## src/rtl/mips_pipe_pkg.sv

```systemverilog
// Shared types and constants for the MIPS pipeline front end.
package mips_pipe_pkg;

  // Fetch FSM: no request, request outstanding, request outstanding whose
  // response must be thrown away because a redirect overtook it.
  typedef enum logic [1:0] {
    IDLE    = 2'd0,
    WAIT    = 2'd1,
    DISCARD = 2'd2
  } fetch_state_t;

  localparam logic [31:0] PC_STEP  = 32'd4;
  localparam logic [31:0] INST_NOP = 32'h0000_0000;

  // One buffered instruction as handed to the ID stage (96 bits).
  typedef struct packed {
    logic [31:0] inst;
    logic [31:0] pc;
    logic [31:0] pc_next;
  } fetch_entry_t;

endpackage

```

## src/rtl/fetch_fifo.sv

```systemverilog
// Small synchronous FIFO of fetch entries with clear and a registered head.
// The head register always holds the oldest entry, so an entry pushed into an
// empty FIFO becomes visible the cycle after the push (no bypass).
module fetch_fifo
  import mips_pipe_pkg::*;
#(
  parameter int DEPTH = 4
) (
  input  logic                       clk,
  input  logic                       rst_n,
  input  logic                       clear,
  input  logic                       push,
  input  logic                       pop,
  input  fetch_entry_t               wdata,
  output fetch_entry_t               head,
  output logic                       valid,
  output logic [$clog2(DEPTH+1)-1:0] count
);

  localparam int PW = $clog2(DEPTH);
  localparam int CW = $clog2(DEPTH + 1);

  fetch_entry_t  mem [DEPTH];
  logic [PW-1:0] wr_ptr;
  logic [PW-1:0] rd_ptr;
  logic [PW-1:0] rd_ptr_nxt;
  logic [CW-1:0] count_after_pop;
  logic          pop_ok;
  fetch_entry_t  head_nxt;

  // A pop on an empty FIFO is ignored so the pointers can never skew.
  assign pop_ok          = pop & (count != '0);
  assign rd_ptr_nxt      = rd_ptr + PW'(pop_ok);
  assign count_after_pop = count - CW'(pop_ok);
  assign valid           = (count != '0);

  // Next head: oldest remaining stored entry, else the entry being pushed.
  always_comb begin
    head_nxt = head;
    if (!clear) begin
      if (count_after_pop != '0) begin
        head_nxt = mem[rd_ptr_nxt];
      end else if (push) begin
        head_nxt = wdata;
      end
    end
  end

  // Entry storage; no reset needed since count qualifies every read.
  always_ff @(posedge clk) begin
    if (push && !clear) begin
      mem[wr_ptr] <= wdata;
    end
  end

  // Pointers, occupancy and head register; clear keeps the stale head.
  always_ff @(posedge clk or negedge rst_n) begin
    if (!rst_n) begin
      wr_ptr <= '0;
      rd_ptr <= '0;
      count  <= '0;
      head   <= '{inst: INST_NOP, pc: 32'h0, pc_next: 32'h0};
    end else if (clear) begin
      wr_ptr <= '0;
      rd_ptr <= '0;
      count  <= '0;
    end else begin
      if (push) begin
        wr_ptr <= wr_ptr + PW'(1);
      end
      rd_ptr <= rd_ptr_nxt;
      count  <= count_after_pop + CW'(push);
      head   <= head_nxt;
    end
  end

endmodule

```

## src/rtl/inst_prefetch_unit.sv

```systemverilog
// Instruction prefetch unit: sequential fetch over a req/ack memory port,
// buffered in a FIFO and presented to ID with PC and PC+4.
//
// Handshakes:
//  - memory side: inst_ren/inst_addr are registered and held until inst_ack;
//    inst_ack is always accepted (memory cannot be stalled), inst_data valid
//    with it.
//  - ID side: an entry transfers when if_valid & if_ready & cpu_en and no
//    redirect is present in the same cycle.
// A request only issues when the FIFO has room for its response
// (count + outstanding < DEPTH), so a push can never hit a full FIFO.
module inst_prefetch_unit
  import mips_pipe_pkg::*;
#(
  parameter int          DEPTH    = 4,
  parameter logic [31:0] RESET_PC = 32'h0000_0000
) (
  input  logic        clk,
  input  logic        cpu_rst_n,
  input  logic        cpu_en,
  input  logic        redirect_valid,
  input  logic [31:0] redirect_addr,
  output logic        inst_ren,
  output logic [31:0] inst_addr,
  input  logic        inst_ack,
  input  logic [31:0] inst_data,
  output logic        if_valid,
  input  logic        if_ready,
  output logic [31:0] if_inst,
  output logic [31:0] if_pc,
  output logic [31:0] if_pc_next
);

  localparam int            CW      = $clog2(DEPTH + 1);
  localparam logic [CW-1:0] DEPTH_C = CW'(DEPTH);

  fetch_state_t  state;
  logic [31:0]   fetch_pc;
  logic [31:0]   fetch_pc_inc;
  logic [31:0]   redirect_pc;
  logic [CW-1:0] count;
  logic [CW-1:0] count_upd;
  logic          push;
  logic          pop;
  logic          idle_issue_ok;
  logic          ack_issue_ok;
  fetch_entry_t  push_entry;
  fetch_entry_t  head;

  assign redirect_pc  = redirect_addr & ~32'h3;
  assign fetch_pc_inc = fetch_pc + PC_STEP;

  // In WAIT, fetch_pc is the address of the outstanding request.
  assign push       = (state == WAIT) & inst_ack & ~redirect_valid;
  assign pop        = if_valid & if_ready & cpu_en & ~redirect_valid;
  assign push_entry = '{inst: inst_data, pc: fetch_pc, pc_next: fetch_pc_inc};

  // Occupancy after this cycle's push/pop, used to decide back-to-back issue.
  assign count_upd     = count + CW'(push) - CW'(pop);
  assign idle_issue_ok = cpu_en & ~redirect_valid & (count < DEPTH_C);
  assign ack_issue_ok  = cpu_en & ~redirect_valid & (count_upd < DEPTH_C);

  fetch_fifo #(
    .DEPTH (DEPTH)
  ) u_fifo (
    .clk   (clk),
    .rst_n (cpu_rst_n),
    .clear (redirect_valid),
    .push  (push),
    .pop   (pop),
    .wdata (push_entry),
    .head  (head),
    .valid (if_valid),
    .count (count)
  );

  assign if_inst    = head.inst;
  assign if_pc      = head.pc;
  assign if_pc_next = head.pc_next;

  // Fetch FSM, PC counter and request register; redirect overrides all.
  always_ff @(posedge clk or negedge cpu_rst_n) begin
    if (!cpu_rst_n) begin
      state     <= IDLE;
      inst_ren  <= 1'b0;
      inst_addr <= RESET_PC;
      fetch_pc  <= RESET_PC;
    end else if (redirect_valid) begin
      fetch_pc <= redirect_pc;
      case (state)
        WAIT: begin
          if (inst_ack) begin
            state     <= IDLE;
            inst_ren  <= 1'b0;
            inst_addr <= redirect_pc;
          end else begin
            state <= DISCARD;
          end
        end
        DISCARD: begin
          if (inst_ack) begin
            state     <= IDLE;
            inst_ren  <= 1'b0;
            inst_addr <= redirect_pc;
          end
        end
        default: begin
          state     <= IDLE;
          inst_ren  <= 1'b0;
          inst_addr <= redirect_pc;
        end
      endcase
    end else begin
      case (state)
        IDLE: begin
          if (idle_issue_ok) begin
            state     <= WAIT;
            inst_ren  <= 1'b1;
            inst_addr <= fetch_pc;
          end
        end
        WAIT: begin
          if (inst_ack) begin
            fetch_pc <= fetch_pc_inc;
            if (ack_issue_ok) begin
              inst_addr <= fetch_pc_inc;
            end else begin
              state    <= IDLE;
              inst_ren <= 1'b0;
            end
          end
        end
        DISCARD: begin
          if (inst_ack) begin
            state    <= IDLE;
            inst_ren <= 1'b0;
          end
        end
        default: begin
          state    <= IDLE;
          inst_ren <= 1'b0;
        end
      endcase
    end
  end

endmodule
```

## config.mk

```make
export PLATFORM = sky130hd
export DESIGN_NAME = inst_prefetch_unit
export DESIGN_NICKNAME = d
export VERILOG_FILES = /design/src/rtl/mips_pipe_pkg.sv /design/src/rtl/fetch_fifo.sv /design/src/rtl/inst_prefetch_unit.sv
export SDC_FILE = /design/constraint.sdc
export NUM_CORES = 1
export LEC_CHECK = 0
export CORE_AREA = 10 10 293 225
export DETAILED_ROUTE_END_ITERATION = 10
export DIE_AREA = 0 0 303 235
export PLACE_DENSITY = 0.68
export SLEW_MARGIN = 40
export SYNTH_ARGS = -nofsm -noshare
export SYNTH_HDL_FRONTEND = slang
export SYNTH_HIERARCHICAL = 1
export SYNTH_SLANG_ARGS = --single-unit
```

## constraint.sdc

```tcl
create_clock -name clk -period 4.35 [get_ports clk]
set_input_delay 0.87 -clock clk [delete_from_list [all_inputs] [get_ports clk]]
set_output_delay 0.87 -clock clk [all_outputs]
set_load 0.03 [all_outputs]
```

==> results of run 1 <==
[where the power goes]
group / internal [uW] / total (uW) / switching, uW
clock: 2900 / 4910 / 2010
sequential: 6350 / 6830 / 479
combinational: 1720 / 4400 / 2680
[cell usage after synthesis, drive strengths merged, types with 5 or more instances]
| cell | instances |
|---|---|
| and3 | 5 |
| nand4 | 20 |
| and2 | 11 |
| a21boi | 9 |
| o21ai | 6 |
| mux4 | 95 |
| xor2 | 28 |
| mux2 | 48 |
| nand3 | 20 |
| dfrtp | 167 |
| o21a | 9 |
| edfxtp | 384 |
| buf | 56 |
| and4 | 9 |
| nand2b | 13 |
| nand2 | 228 |
| mux2i | 5 |
| nor2b | 5 |
| inv | 22 |
| ha | 15 |
| clkbuf | 61 |
| a21oi | 9 |
| nor4 | 21 |
| xnor2 | 44 |
| nor3 | 23 |
| a31oi | 97 |
| nor2 | 125 |
| o31a | 20 |
[per-layer routing]
metal | wire, um | global-route usage
met1 | 25020 | 0.2227
met2 | 27430 | 0.2522
met3 | 5731 | 0.05333
met4 | 1038 | 0.03584
met5 | 23 | 0
[through the flow]
step	setup WS, ns	cells
final	1.119	2640
after global routing	0.9574	2639
after CTS	1.126	2639
after detailed placement	0.5984	2535
after global placement	0.5888	2535
after floorplan	0.4034	1608
[cells by family after synthesis]
family | Yosys count | share of synthesized area
buffers and inverters | 140 | 0.02713
xor gates and xnor gates | 72 | 0.02713
and+or+nand+nor | 491 | 0.09415
AOI/OAI and AO/OA | 171 | 0.04996
DFF | 551 | 0.6759
other | 1 | 0.0001613
muxes | 148 | 0.1175
adders and majority gates | 15 | 0.008075
[worst max-delay path by stage]
stage                                to  slack [ns]  cells past startpoint
after floorplan           inst_addr[10]        0.40                     15
after global placement    inst_addr[14]        0.59                     12
after detailed placement  inst_addr[19]        0.60                     12
after CTS                 inst_addr[28]        1.13                      6
after global routing      inst_addr[28]        0.96                      6
final                     inst_addr[18]        1.12                      6
[registers in the layout, summed over array words and instances, names as in the netlist]
register	count
u_fifo/count	3
state	2
u_fifo/wr_ptr	2
inst_addr	31
fetch_pc	30
inst_ren	1
u_fifo/head	96
u_fifo/mem	384
u_fifo/rd_ptr	2
[area by class of cell]
type | instances | share of cell area
repair buffers | 244 | 0.09167
well taps | 800 | 0.03533
clock inverters | 28 | 0.01183
flip-flops and latches | 551 | 0.5544
inverters | 23 | 0.003047
multi-input cells | 917 | 0.2490
clock buffers | 76 | 0.05458
diodes | 1 | 0.00008832
==> results.cfg, run 1 <==
[status]
status = finished, final reports clean

[yosys]
postSynthRegisterBits = 551
synth_largest_type_area_fraction = 0.4961
synth_edf_count = 384
mappedNetlistArea_um2 = 23240
synth-main-ff-cell = sky130_fd_sc_hd__edfxtp_1
number_of_warnings_printed_during_yosys_synthesis = 6
post_synth_num_cell_types = 55
async_set_or_reset_flop_fraction_in_the_synthesized_netlist = 0.3031
synth_top_area_cell = sky130_fd_sc_hd__edfxtp_1
share_of_synthesized_area_occupied_by_flip_flops_and_latches = 0.6759
syn_inst = 1589
top_area_cells_in_the_synthesized_netlist = sky130_fd_sc_hd__edfxtp_1 (50%), sky130_fd_sc_hd__dfrtp_1 (18%), sky130_fd_sc_hd__mux4_2 (9.2%)
synth_area_per_cell_um2 = 14.63

[setup_path]
r2r_cells = 6
critical_path_cell_sequence = ha_1, and4_1, nand4_1, o21a_1, o31a_1, mux2_2
timing.critical_path.max_delay_family = simple AND/OR/NAND/NOR gates
critical_path.startpoint_type = flop
reg2reg_setup_slack_ns = 1.12
cp.buffers_inverters = 0
regToRegStartpoint = fetch_pc[2]
sort_of_element_at_the_end_of_the_critical_path = flop
cpMaxStageDelayCell = sky130_fd_sc_hd__nand4_1
worst_ep_required_time_ns = 4.86
worst_setup_path_startpoint = fetch_pc[2]
critPathMaxFanout = 11
worst_r2r_endpoint = inst_addr[18]
max_stage_delay_ns = 0.63
cp.arrival_ns = 3.74
setup_cp_type = flop to flop

[drt]
post-route-drc-count = 0
routed-via-count = 14197
routed_wire_length_per_instance_um = 22.44
finalWirelength_mm = 59.25
post_drt_via_cell_ratio = 5.378
drt_pre_antenna_iters = 5
drtAntennaViolNets = 0
detail_route.iter0.violations = 1140

[cells_and_area]
drive_above_1_share = 0.1648
area.growth.synth_to_final_pct = 21.91
final_cell_mix = sky130_fd_sc_hd__edfxtp_1 (384), sky130_fd_sc_hd__nand2_1 (228), sky130_fd_sc_hd__clkdlybuf4s50_1 (195)
design.final.nets = 1877
number_of_fill_cells = 5207
multiInputGateArea_um2 = 7056
post-route-util = 0.4729
final_common_cell = sky130_fd_sc_hd__edfxtp_1
finalInstanceArea_um2 = 28330
ff_latch_area_um2 = 15710

[placed_design]
placed_cell_area_um2 = 26450
gp_congestion = 0.8639
numPortBuffers = 197
detailed_place_hpwl_mm = 37.47

[floorplanning]
fp.dieW_um = 303
core.rowCount = 78
core_um2 = 59920
num_io_pins = 200
initial_utilization = 0.3879
die_height_um = 235
die-area_um2 = 71210

[clock_network]
cts_hold_repair.buffers = 0
cts.reportedPaths.clkPinSlew_ns = 0.07
cts_made_buffers = 55
post_cts_repair_timing_setup_buffer_count = 0
insertion_delay_ns = 0.62
htree_levels = 2
clock_sinks = 551
cts_tree = yes
ctsResizeCount = 0
clk_root_buffer_cell = sky130_fd_sc_hd__clkbuf_16
cts-root-to-sink-buffers = 3

[timing]
fin_tns_setup_ns = 0
maxClockFrequency_mhz = 309.5
finalSetupViolCount = 0
slew_violations = 0
final_period_util = 0.7427
fin_skew_ns = 0.03235
report.final.hold_viol_count = 0
worst-slew-pin-transition_ns = 0.6815
max-slew-margin-rel = 0.5443
period_needed_ns = 3.231
finalHoldWorstSlack_ns = 0.2432
rsz0062_at_grt = false

[pwr]
post-layout-total-power_uw = 16140
leakage_uw = 0.009743
power.ir.vdd_worst_mv = 0.2982
pwr_density_cell_nw_per_um2 = 569.5

[min_path]
hold_class = input pin to asynchronous set/reset pin

[global_route]
first_global_vias = 14173
grt.overflow.total = 0
grt_first_pass_wirelength_mm = 89.83
antenna_found_initial = 3
global_route.usage.total = 0.1637
pin_count_of_the_biggest_net_entering_global_routing = 105

[job]
maxCapViolCount = 0
Power figures use the tool's default switching activity.
==> run 2, diff against run 1 <==
--- a/config.mk
+++ b/config.mk
@@ -8,7 +8,7 @@
 export CORE_AREA = 10 10 293 225
 export DETAILED_ROUTE_END_ITERATION = 10
 export DIE_AREA = 0 0 303 235
-export PLACE_DENSITY = 0.68
+export PLACE_DENSITY = 0.66
 export SLEW_MARGIN = 40
 export SYNTH_ARGS = -nofsm -noshare
 export SYNTH_HDL_FRONTEND = slang
==> constraint.sdc (replaced) <==
create_clock -name clk -period 3.2 [get_ports clk]
set_input_delay 0.64 -clock clk [delete_from_list [all_inputs] [get_ports clk]]
set_output_delay 0.64 -clock clk [all_outputs]
set_load 0.03 [all_outputs]
==> run 2 against run 1 <==
Compared with the run above:
- power grew 37%
- die area is the same
- via count grew 1.0%
- register-to-register slack lost 0.99 ns
- setup slack lost 0.99 ns
==> results.cfg, run 2 (synthesized netlist as in run 1, its figures left out) <==
[status]
status = finished, final reports clean

[timing]
report.final.hold_viol_count = 0
final_period_util = 0.9607
maxClockFrequency_mhz = 325.3
fin_skew_ns = 0.04380
max-slew-margin-rel = 0.5543
slew_violations = 0
final.setup.worst_slack_ns = 0.1258
period_needed_ns = 3.074
fin_tns_setup_ns = 0
finalHoldWorstSlack_ns = 0.5076
rsz0062_at_grt = false
finalSetupViolCount = 0
worst-slew-pin-transition_ns = 0.6686

[pwr]
netSwitchingPower_uw = 7153
comb_power_share = 0.279
seqPwrFrac = 0.421
netSwitchingFraction = 0.3239
power.ir.vdd_worst_mv = 0.4568
leakage_uw = 0.009993
pwr_density_cell_nw_per_um2 = 765.3
power.share.clock = 0.300
p_int_uw = 14930

[min_path]
worstHoldPathCells = 1
hold_class = flop to flop
critical_hold_path_startpoint = inst_addr[5]
hold_path_end = inst_addr[5]

[clock_network]
clock_sinks = 551
htree_levels = 2
cts_tree = yes
cts-root-to-sink-buffers = 3
insertion_delay_ns = 0.62
cts_made_buffers = 54
cts.reportedPaths.clkPinSlew_ns = 0.07
clk_root_buffer_cell = sky130_fd_sc_hd__clkbuf_16

[cells_and_area]
largest_register_ffs = 384
area.growth.synth_to_final_pct = 24.17
antennaDiodeCount = 0
design.final.nets = 1919
drive_above_1_share = 0.1846
registers.top_by_ff_count = u_fifo/mem
final_cell_mix = sky130_fd_sc_hd__edfxtp_1 (384), sky130_fd_sc_hd__nand2_1 (228), sky130_fd_sc_hd__clkdlybuf4s50_1 (195)
finalInstanceArea_um2 = 28860
final_common_cell = sky130_fd_sc_hd__edfxtp_1
largestRegisters = u_fifo/mem x384, u_fifo/head x96, inst_addr x31

[setup_path]
max_stage_delay_ns = 0.44
critPathMaxFanout = 25
sort_of_element_at_the_end_of_the_critical_path = flop
regToRegStartpoint = u_fifo/count[1]
setup_cp_type = flop to flop
cp.buffers_inverters = 3
critical_path_cell_sequence = or3_1, and4_1, and2_2, ha_1, ha_1, xnor2_1, buf_4, a41oi_4, buf_12, buf_12, nor2_1, a31oi_1
worst_setup_path_startpoint = u_fifo/count[1]
r2r_cells = 12
critical_path.startpoint_type = flop
reg2reg_setup_slack_ns = 0.13
timing.critical_path.max_delay_family = simple AND/OR/NAND/NOR gates
cp.arrival_ns = 3.58
worst_r2r_endpoint = u_fifo/head[90]
worst_ep_required_time_ns = 3.71
cpMaxStageDelayCell = sky130_fd_sc_hd__or3_1

[global_route]
antenna_found_initial = 1
pin_count_of_the_biggest_net_entering_global_routing = 75
grt_first_pass_wirelength_mm = 91.80
first_global_vias = 14502
global_route.usage.total = 0.1673
grt.overflow.total = 0

[floorplanning]
die_height_um = 235
core.rowCount = 78
initial_utilization = 0.3879
fp.dieW_um = 303
die-area_um2 = 71210
num_io_pins = 200
core_um2 = 59920

[drt]
detail_route.iter0.violations = 1202
drtAntennaViolNets = 0
post-route-drc-count = 0
routed-via-count = 14345
post_drt_via_cell_ratio = 5.353
finalWirelength_mm = 60.85
drt_pre_antenna_iters = 5
routed_wire_length_per_instance_um = 22.71

[placed_design]
detailed_place_hpwl_mm = 40.00
placed_cell_area_um2 = 26950
numPortBuffers = 197
placement.setup.worst_slack_ns = -0.1406
gp_congestion = 0.8370

[job]
maxCapViolCount = 0
-- run 2: routing by layer --
layer | track usage | part of all wire
met1 | 0.2423 | 0.45
met4 | 0.03465 | 0.014
met5 | 0 | 0.00018
met3 | 0.04452 | 0.086
met2 | 0.2495 | 0.45
-- run 2: power groups by stage --
stage	clock, uW	sequential [uW]	combinational, uW
finish	6620	9300	6170
CTS	6790	9310	6230
floorplan	0	10800	1900
global route	7090	9410	6570
detailed placement	0	9440	6200
global placement	0	9410	6140
-- run 2: worst max-delay path by stage --
stage | slack (ns) | cells past startpoint | endpoint
after floorplan | 0.005 | 15 | inst_addr[10]
after global placement | -0.04 | 12 | u_fifo/head[81]
after detailed placement | -0.14 | 12 | u_fifo/head[90]
after CTS | 0.1 | 12 | u_fifo/head[90]
after global routing | 0.004 | 12 | u_fifo/head[90]
final | 0.13 | 12 | u_fifo/head[90]
-- run 2: area by class of cell --
cell class	count	area, um2
Clock inverter	39	445.4
Tap cell	800	1001
Timing Repair Buffer	287	3142
Inverter	23	91.34
Fill cell	5132	31060
Clock buffer	63	1416
Multi-Input combinational cell	917	7053
Sequential cell	551	15710
-- run 2: what timing repair did --
item                                    4_1_cts  5_1_grt
buffers inserted                              0        1
hold endpoints to repair                     32        0
endpoints found under the setup margin        0       10
hold buffers                                  1        0
resized for setup                             0        1
-- run 2: stage by stage --
stage / power, uW / utilization / cells
finish: 22090 / 0.4816 / 2680
global placement: 15550 / 0.4498 / 2575
floorplan: 12660 / - / 1608
detailed placement: 15650 / 0.4498 / 2575
global route: 23070 / 0.4816 / 2680
CTS: 22330 / 0.4810 / 2678
